===== config.mk =====
export PLATFORM = sky130hd
export DESIGN_NAME = keypad_scanner
export DESIGN_NICKNAME = d
export VERILOG_FILES = /design/src/rtl/keypad_pkg.sv /design/src/rtl/sync2.sv /design/src/rtl/keypad_scanner.sv
export SDC_FILE = /design/constraint.sdc
export NUM_CORES = 1
export LEC_CHECK = 0
export BUFFER_PORTS_ARGS = -buffer_cell sky130_fd_sc_hd__clkbuf_2
export CAP_MARGIN = 20
export CORE_ASPECT_RATIO = 1.2
export CORE_MARGIN = 2
export CORE_UTILIZATION = 55
export DETAILED_ROUTE_END_ITERATION = 6
export HOLD_SLACK_MARGIN = 0.15
export PLACE_DENSITY = 0.71
export SKIP_CTS_REPAIR_TIMING = 1
export SLEW_MARGIN = 30
export SYNTH_ARGS = -nofsm -noshare
export SYNTH_HDL_FRONTEND = slang
export SYNTH_HIERARCHICAL = 1
export SYNTH_SLANG_ARGS = --single-unit
export TNS_END_PERCENT = 1

===== constraint.sdc =====
create_clock -name clk -period 7 [get_ports clk]
set_input_delay 0.35 -clock clk [delete_from_list [all_inputs] [get_ports clk]]
set_output_delay 0.35 -clock clk [all_outputs]
set_load 0.005 [all_outputs]

===== src/rtl/keypad_pkg.sv =====
// keypad_pkg: shared FSM state type, default parameters and the 4x4 hex legend.
package keypad_pkg;
  typedef enum logic [1:0] {SCAN, PRESS_DB, HELD, REL_DB} kp_state_t;
  localparam int DEF_ROWS = 4;
  localparam int DEF_COLS = 4;
  localparam int DEF_SCAN_DIV = 2000;
  localparam int DEF_DEBOUNCE = 50000;
  localparam int DEF_HEX_MAP = 1;
  localparam logic [3:0] HEX_LUT [16] = '{
    4'h1, 4'h2, 4'h3, 4'hA,
    4'h4, 4'h5, 4'h6, 4'hB,
    4'h7, 4'h8, 4'h9, 4'hC,
    4'hE, 4'h0, 4'hF, 4'hD
  };
  function automatic logic [3:0] hex_of(input logic [2:0] row, input logic [2:0] col);
    return (row < 3'd4 && col < 3'd4) ? HEX_LUT[{row[1:0], col[1:0]}] : 4'h0;
  endfunction
endpackage


===== src/rtl/sync2.sv =====
// sync2: parametrised-width two-flop synchroniser with async active-low reset.
module sync2 #(
  parameter int W = 1
) (
  input  logic         clk,
  input  logic         reset,
  input  logic [W-1:0] d,
  output logic [W-1:0] q
);
  logic [W-1:0] meta;
  always_ff @(posedge clk or negedge reset)
    if (!reset) {q, meta} <= '0;
    else {q, meta} <= {meta, d};
endmodule


===== src/rtl/keypad_scanner.sv =====
// keypad_scanner: row-strobe scanner with debounced press/release and a one-deep
// valid/ready key event output.
module keypad_scanner
  import keypad_pkg::*;
#(
  parameter int N_ROWS = DEF_ROWS,
  parameter int N_COLS = DEF_COLS,
  parameter int SCAN_DIV = DEF_SCAN_DIV,
  parameter int DEBOUNCE_CYC = DEF_DEBOUNCE,
  parameter int HEX_MAP = DEF_HEX_MAP,
  localparam int KW = $clog2(N_ROWS * N_COLS)
) (
  input  logic              clk,
  input  logic              reset,
  output logic [N_ROWS-1:0] row_drive,
  input  logic [N_COLS-1:0] col_sense,
  output logic [KW-1:0]     key_code,
  output logic              key_valid,
  input  logic              key_ready,
  output logic              key_held,
  output logic              overrun
);
  localparam int DW = $clog2(SCAN_DIV);
  localparam int CW = $clog2(DEBOUNCE_CYC);
  if (HEX_MAP != 0 && (N_ROWS != 4 || N_COLS != 4)) begin : g_bad_map
    $error("HEX_MAP=1 requires a 4x4 keypad");
  end
  logic [N_COLS-1:0] cs, col_mask;
  kp_state_t state;
  logic [2:0] row_idx, col_idx, next_row, cs_col;
  logic [DW-1:0] div;
  logic [CW-1:0] cnt;
  logic single, col_on, match, accept, confirm;
  logic [KW-1:0] code;
  sync2 #(.W(N_COLS)) u_sync (.clk(clk), .reset(reset), .d(col_sense), .q(cs));
  always_comb begin
    cs_col = '0;
    for (int i = 0; i < N_COLS; i++) if (cs[i]) cs_col = 3'(i);
    single = cs != '0 && (cs & (cs - 1'b1)) == '0;
    col_mask = N_COLS'(1) << col_idx;
    match = cs == col_mask;
    col_on = |(cs & col_mask);
    next_row = (row_idx == 3'(N_ROWS - 1)) ? 3'd0 : row_idx + 3'd1;
    accept = key_valid & key_ready;
    confirm = state == PRESS_DB && match && cnt == CW'(DEBOUNCE_CYC - 1);
    code = HEX_MAP != 0 ? KW'(hex_of(row_idx, col_idx)) : KW'(row_idx * N_COLS + 32'(col_idx));
  end
  always_ff @(posedge clk or negedge reset)
    if (!reset) begin
      state <= SCAN;
      row_idx <= '0;
      col_idx <= '0;
      div <= '0;
      cnt <= '0;
      row_drive <= N_ROWS'(1);
      key_code <= '0;
      key_valid <= 1'b0;
      key_held <= 1'b0;
      overrun <= 1'b0;
    end else begin
      overrun <= 1'b0;
      // an accept in the confirm cycle frees the slot, so the new press is kept
      if (confirm) begin
        if (!key_valid || accept) begin
          key_code <= code;
          key_valid <= 1'b1;
        end else overrun <= 1'b1;
      end else if (accept) key_valid <= 1'b0;
      case (state)
        SCAN:
          if (div == DW'(SCAN_DIV - 1)) begin
            div <= '0;
            if (single) begin
              col_idx <= cs_col;
              cnt <= '0;
              state <= PRESS_DB;
            end else begin
              row_idx <= next_row;
              row_drive <= N_ROWS'(1) << next_row;
            end
          end else div <= div + 1'b1;
        PRESS_DB:
          if (!match) begin
            row_idx <= next_row;
            row_drive <= N_ROWS'(1) << next_row;
            state <= SCAN;
          end else if (confirm) begin
            state <= HELD;
            key_held <= 1'b1;
          end else cnt <= cnt + 1'b1;
        HELD:
          if (!col_on) begin
            cnt <= '0;
            state <= REL_DB;
          end
        REL_DB:
          if (col_on) state <= HELD;
          else if (cnt == CW'(DEBOUNCE_CYC - 1)) begin
            state <= SCAN;
            key_held <= 1'b0;
            row_idx <= next_row;
            row_drive <= N_ROWS'(1) << next_row;
          end else cnt <= cnt + 1'b1;
        default: state <= SCAN;
      endcase
    end
endmodule


==> results of run 1 <==
[area by class of cell]
| cell class | instances | area share, % |
|---|---|---|
| multi-input cells | 211 | 47.3 |
| well taps | 62 | 2.44 |
| clock buffers | 5 | 2.16 |
| flip-flops and latches | 53 | 41.7 |
| clock inverters | 3 | 0.786 |
| inverters | 12 | 1.42 |
| repair buffers | 22 | 4.17 |
[cell families (layout without fill, tap and decap cells)]
kind of cell	count (synthesis)	count (layout)	synth area share, %
buffers and inverters	28	42	4.56
xor gates and xnor gates	20	20	5.91
AOI/OAI and AO/OA	52	52	12.9
DFF	53	53	44.8
adders and majority gates	15	15	6.34
and+or+nand+nor	107	107	19.3
muxes	17	17	6.13
[cells in the final DEF, fill, tap and decap left out, drive strengths merged, types with 10 or more instances in the layout]
cell / n
nand3: 14
xnor2: 11
dfrtp: 52
nand2: 27
inv: 13
a22o: 15
ha: 15
a21oi: 10
clkbuf: 22
nor2: 17
[per-stage QoR]
step | cell area (um^2) | hold slack [ps] | util (%) | power [uW]
after global routing | 3180 | 219 | 60.9 | 524
after detailed placement | 3040 | 338 | 58.2 | 331
after CTS | 3140 | 128 | 60.0 | 507
final | 3180 | 140 | 60.9 | 503
after global placement | 3040 | 335 | 58.2 | 331
after floorplan | 2960 | 54.4 | - | 321
[power by group through the flow]
stage / Sequential, uW / Combinational (uW) / Clock (uW)
floorplan: 316 / 4.43 / 0
global placement: 317 / 13.4 / 0
detailed placement: 317 / 13.4 / 0
CTS: 311 / 13.5 / 182
global route: 312 / 17.4 / 195
finish: 311 / 14.6 / 177
[cell usage after synthesis (3+ instances only)]
cell type   n  area [um^2]
nand3_1    14         70.1
a211oi_1    3         22.5
mux2_2      9          101
and3_1      4         25.0
a21oi_1    10         50.1
nand2_1    27          101
clkbuf_1   10         37.5
nand4_1     9         56.3
xnor2_1    11         96.3
nor4_1      6         37.5
a22o_2      6         60.1
o21ai_0     8         40.0
nor4b_1     3         26.3
nor3_1      8         40.0
o21a_1      3         22.5
ha_1       15          188
nor2_1     17         63.8
a22o_1      9         78.8
mux2i_1     8         80.1
buf_2       3         15.0
dfrtp_1    52         1300
inv_1      12         45.0
and4_1      3         26.3
xor2_1      9         78.8
[sequential cells by signal, indices dropped and copies added, names as in the netlist]
| signal | flops |
|---|---|
| cnt | 16 |
| row_drive | 4 |
| u_sync/q | 4 |
| key_held | 1 |
| overrun | 1 |
| div | 11 |
| u_sync/meta | 4 |
| row_idx | 3 |
| col_idx | 2 |
| key_code | 4 |
| state | 2 |
| key_valid | 1 |
[per-layer routing]
| metal | part of all wire, % | track usage, % |
|---|---|---|
| met4 | 1.7 | 8.06 |
| met2 | 50 | 32.6 |
| met5 | 0 | 0 |
| met3 | 3.2 | 2.52 |
| met1 | 46 | 26.8 |
[worst register-to-register path, stage by stage, from the launching register on]
cell and delay, ps:
dfrtp_1 490, inv_1 140, ha_1 240, ha_1 270, nor4_1 550, and2_1 260, nand2_1 70, nor3b_1 580
mux2_2 410
[how the worst min path moves through the flow]
stage                        startpoint                  endpoint  slack [ps]  cells past startpoint
3_5_place_dp   u_sync/meta[3]$_DFF_PN0_     u_sync/q[3]$_DFF_PN0_         340                      0
2_1_floorplan                     reset        cnt[0]$_DFFE_PN0P_          50                      0
4_1_cts                    col_sense[1]  u_sync/meta[1]$_DFF_PN0_         130                      1
3_3_place_gp   u_sync/meta[2]$_DFF_PN0_     u_sync/q[2]$_DFF_PN0_         340                      0
6_report                          reset        div[8]$_DFFE_PN0P_         140                      2
5_1_grt                           reset    col_idx[0]$_DFFE_PN0P_         220                      2
==> flow_summary.toml, run 1 <==
[timing]
worst_pin_slew_ps = 806
fin_ws_ps = 3890
slew_headroom_pct = 46.2
fin_crit_sh_pct = 44.4
hold_violations = 0
min_period_ps = 3110
clock_skew_ps = 8.80
maxSlewViolCount = 0
tns_ps = 0
clock.fmax_ghz = 0.321
rsz0062_at_grt = "no"
setup_viol = 0

[setup_path]
crit_fanout = 7
arrival_ps = 3320
r2r_cells = 8
cpPeakStageDelay_ps = 580
reg2reg_from = "col_idx[0]$_DFFE_PN0P_"
cp_slowest_cell = "nor3b_1"
cp-end-kind = "register"
worst_path_most_repeated_cell = "ha_1"
path_cells = "inv_1 -> ha_1 -> ha_1 -> nor4_1 -> and2_1 -> nand2_1 -> nor3b_1 -> mux2_2"
crit_cells = 8
critPathTopFamily = "simple AND/OR/NAND/NOR gates"
required_ps = 7210
setup.worst_path.start = "col_idx[0]$_DFFE_PN0P_"
crit_type = "reg -> reg"
rrSetupSlack_ps = 3890
r2r-end = "key_code[1]$_DFFE_PN0P_"
worstSetupEndpoint = "key_code[1]$_DFFE_PN0P_"
startpoint_type = "register"
path_buf_inv = 1

[grt]
grt_use_total_pct = 19.9
grt_pass1_vias = 2097
gr-total-overflow = 0
grt_first_pass_wirelength_mm = 9.55
grt_max_degree = 54
grt_antenna_before_repair = 0

[route]
wl_mm = 5.42
vias = 2185
drc = 0
drtIter0Drc = 93
avgViaCountPerCell = 5.94
wl_per_cell_um = 14.7
antenna_left = 0
firstDrtPassIters = 4

[cts]
tritoncts = "yes"
ctsRootBufferMaster = "clkbuf_8"
clk_pin_slew_ps = 100
cts_made_buffers = 5
insertion_delay_ps = 310
clock_sinks = 53
htree_levels = 2
clockBufferDepth = 2

[finish]
area_delta_synth_final_pct = 7.44
final_cells = 368
register_area_um2 = 1330
fill_cells = 445
nNetsFinal = 327
drive_above_1_share_pct = 16.7
num_antenna_cells = 0
multi_input_area_um2 = 1510

[min_path]
hold_class = "in -> async"

[pwr]
pwr-share-clk_pct = 35.2
p_leak_uw = 0.00146
p_int_uw = 386
p_per_area_nw_per_um2 = 158
peakVddDrop_uv = 138
combPwrFrac_pct = 2.9
p_seq_share_pct = 61.9
p_sw_share_pct = 23.2
p_switching_uw = 117

[synthesis]
synth.distinct_cells = 48
synth_cells = 292
synth_ff_type = "dfrtp_1"
syn_area_um2 = 2960
syn-num-nets = 314
synth_edf_count = 0
synth-seq-cells = 53
ys_seq_area_share_pct = 44.8
synth_area_per_cell_um2 = 10.1
yosysWarnings = 6
async_reset_ff_share_pct = 100

[floorplan]
io_pins = 18
die_h_um = 84.4
fp.coreArea_um2 = 5230
rows = 29
die_area_um2 = 5990
initial_utilization_pct = 56.7
die_x_um = 71.0

[place]
dp_hpwl_mm = 3.84
gp_congestion = 0.833
numPortBuffers = 17
dp.cells = 356
place_worst_setup_slack_ps = 3920

[flow_run]
drv_cap = 0

[run_status]
outcome = "finished, final reports clean"
(Power assumes the default switching activity.)
==> run 2: changes to the inputs <==
--- a/config.mk
+++ b/config.mk
@@ -5,6 +5,7 @@
 export SDC_FILE = /design/constraint.sdc
 export NUM_CORES = 1
 export LEC_CHECK = 0
+export ABC_AREA = 1
 export BUFFER_PORTS_ARGS = -buffer_cell sky130_fd_sc_hd__clkbuf_2
 export CAP_MARGIN = 20
 export CORE_ASPECT_RATIO = 1.2
==> constraint.sdc (replaced) <==
create_clock -name clk -period 3 [get_ports clk]
set_input_delay 0.15 -clock clk [delete_from_list [all_inputs] [get_ports clk]]
set_output_delay 0.15 -clock clk [all_outputs]
set_load 0.005 [all_outputs]
==> run 2 against run 1 <==
  * Power is 130% higher
  * Wire length is 12% higher
  * Count of clock-buffer cells in the layout is 2 higher
  * Synthesized cell count is 42% higher
  * First-iteration DRC count is 65% higher
  * Fmax is 44% higher
  * Cell count is 38% higher
  * Combinational power grew to 2.7 times the previous value
  * Clock skew is 3.1 ps lower
  * Register-to-register slack worse by 3000 ps
  * Critical path type unchanged
  * Global-route usage is 1.2 points higher
  * Non-clock buffer count is 2 higher
==> flow_summary.toml, run 2 <==
[finish]
drive_above_1_share_pct = 9.68
nNetsFinal = 465
num_antenna_cells = 0
final_common_cell = "nand2_1"
fill_cells = 503
reg_top3 = "cnt x16, div x11"
area_delta_synth_final_pct = 9.48
layout_common_cells = "149 x nand2_1, 60 x nor2_1, 52 x dfrtp_1"
final_cell_area_um2 = 3400
regMostFlops = "cnt"
largest_register_ffs = 16

[setup_path]
arrival_ps = 2360
crit_fanout = 7
path_cells = "inv_1 -> ha_1 -> ha_1 -> nor2_1 -> nand3_1 -> inv_1 -> nor2_1 -> nand4_1 -> nand2_1 -> nand2_1"
crit_cells = 10
critPathTopFamily = "simple AND/OR/NAND/NOR gates"
required_ps = 3200
cpPeakStageDelay_ps = 480
cp-end-kind = "register"
crit_type = "reg -> reg"
path_buf_inv = 2
r2r_cells = 10
cp_slowest_cell = "dfrtp_1"
startpoint_type = "register"

[timing]
fin_crit_sh_pct = 72.0
rsz0062_at_grt = "no"
hold_violations = 0
slew_headroom_pct = 61.0
worst_pin_slew_ps = 585
min_period_ps = 2160
maxSlewViolCount = 0
clock_skew_ps = 5.70
setup_viol = 0
clock.fmax_ghz = 0.463
tns_ps = 0

[synthesis]
synth_common_cells = "149 x nand2_1, 60 x nor2_1, 52 x dfrtp_1, 40 x inv_1, 19 x o21ai_0"
synth_ff_type = "dfrtp_1"
synth_area_leaders = "dfrtp_1 42%, nand2_1 18%, nor2_1 7.3%"
yosysMostFrequentCell = "nand2_1"
synth-seq-cells = 53
synth_edf_count = 0
syn_area_um2 = 3100
ys_seq_area_share_pct = 42.8
syn-num-nets = 438
synth_area_per_cell_um2 = 7.46
yosysTopAreaCell = "dfrtp_1"
async_reset_ff_share_pct = 100
yosysWarnings = 6
synth.distinct_cells = 29
synth_cells = 416
yosysTopAreaCellShare_pct = 42.0

[grt]
grt_antenna_before_repair = 0
grt_first_pass_wirelength_mm = 10.4
grt_max_degree = 45
grt_pass1_vias = 2266
grt_use_total_pct = 21.1
gr-total-overflow = 0

[place]
dp_hpwl_mm = 4.36
gp_congestion = 0.889
numPortBuffers = 17
placed_cell_area_um2 = 3250

[flow_run]
drv_cap = 0

[floorplan]
die_h_um = 86.3
fp.coreArea_um2 = 5370
die_x_um = 72.6
rows = 29
io_pins = 18
initial_utilization_pct = 57.8
die_area_um2 = 6260

[pwr]
p_per_area_nw_per_um2 = 347
peakVddDrop_uv = 270
p_leak_uw = 0.00168

[route]
drc = 0
wl_per_cell_um = 12.0
antenna_left = 0
drtIter0Drc = 153
vias = 2576
wl_mm = 6.09
firstDrtPassIters = 4
avgViaCountPerCell = 5.09

[cts]
ctsRootBufferMaster = "clkbuf_8"
clk_pin_slew_ps = 90
clockBufferDepth = 2
cts_made_buffers = 5
clock_sinks = 53
htree_levels = 2
tritoncts = "yes"
insertion_delay_ps = 310

[min_path]
hold_class = "in -> reg"
hold_depth = 4

[run_status]
outcome = "finished, final reports clean"
[run 2: worst paths after layout]
path                                           from                  endpoint  slack (ps)
setup / recovery             col_idx[0]$_DFFE_PN0P_  row_drive[3]$_DFFE_PN0P_         840
hold / removal                            key_ready         overrun$_DFF_PN0_         160
setup reg to reg             col_idx[0]$_DFFE_PN0P_  row_drive[3]$_DFFE_PN0P_         840
hold reg to reg            u_sync/meta[1]$_DFF_PN0_     u_sync/q[1]$_DFF_PN0_         350
max in group asynchronous                     reset       cnt[12]$_DFFE_PN0P_        2020
min in group asynchronous                     reset        div[5]$_DFFE_PN0P_         390
[run 2: metrics by stage]
step | setup slack, ps | std cells | hold WS (ps) | power, uW | utilization, %
3_5_place_dp | 883 | 493 | 221 | 773 | 60.6
5_1_grt | 569 | 506 | 178 | 1240 | 63.2
2_1_floorplan | 1090 | 416 | -146 | 749 | -
3_3_place_gp | 964 | 493 | 260 | 772 | 60.5
6_report | 840 | 506 | 162 | 1180 | 63.2
4_1_cts | 843 | 501 | -120 | 1190 | 62.3
[run 2: report_power, final]
part	internal, uW	total, uW	switching [uW]
combinational	13.9	38.8	25.0
sequential	719	724	4.58
clock	188	417	229
[run 2: cell families (layout without fill, tap and decap cells)]
kind of cell	count (synthesis)	in the layout	synth area share [%]
buffers and inverters	46	74	6.05
flip-flops	53	53	42.8
adder cells (fa/ha/maj)	15	15	6.05
AO/OA/AOI/OAI	33	33	5.85
AND/OR/NAND/NOR	256	256	35.6
XOR/XNOR	13	13	3.67
[run 2: cell type report]
type,instances,area [um^2],area share [%]
Multi-Input combinational cell,317,1590,46.7
Clock buffer,7,86.3,2.54
Clock inverter,1,7.51,0.221
Inverter,42,158,4.64
Tap cell,62,77.6,2.28
Sequential cell,53,1330,39.1
Timing Repair Buffer,24,153,4.50
[run 2: per-layer routing]
| metal | wire (um) | global-route usage, % | part of all wire [%] |
|---|---|---|---|
| met1 | 2950 | 28.5 | 48 |
| met2 | 2880 | 33.6 | 47 |
| met3 | 166 | 4.77 | 2.7 |
| met4 | 90 | 6.90 | 1.5 |
| met5 | 0 | 0 | 0 |
[run 2: worst register-to-register path: cells and delay by family (launching register included)]
kind	cells	cell delay, ps
buffers and inverters	2	210
adder cells (fa/ha/maj)	2	500
flip-flops	1	480
AND/OR/NAND/NOR	6	870
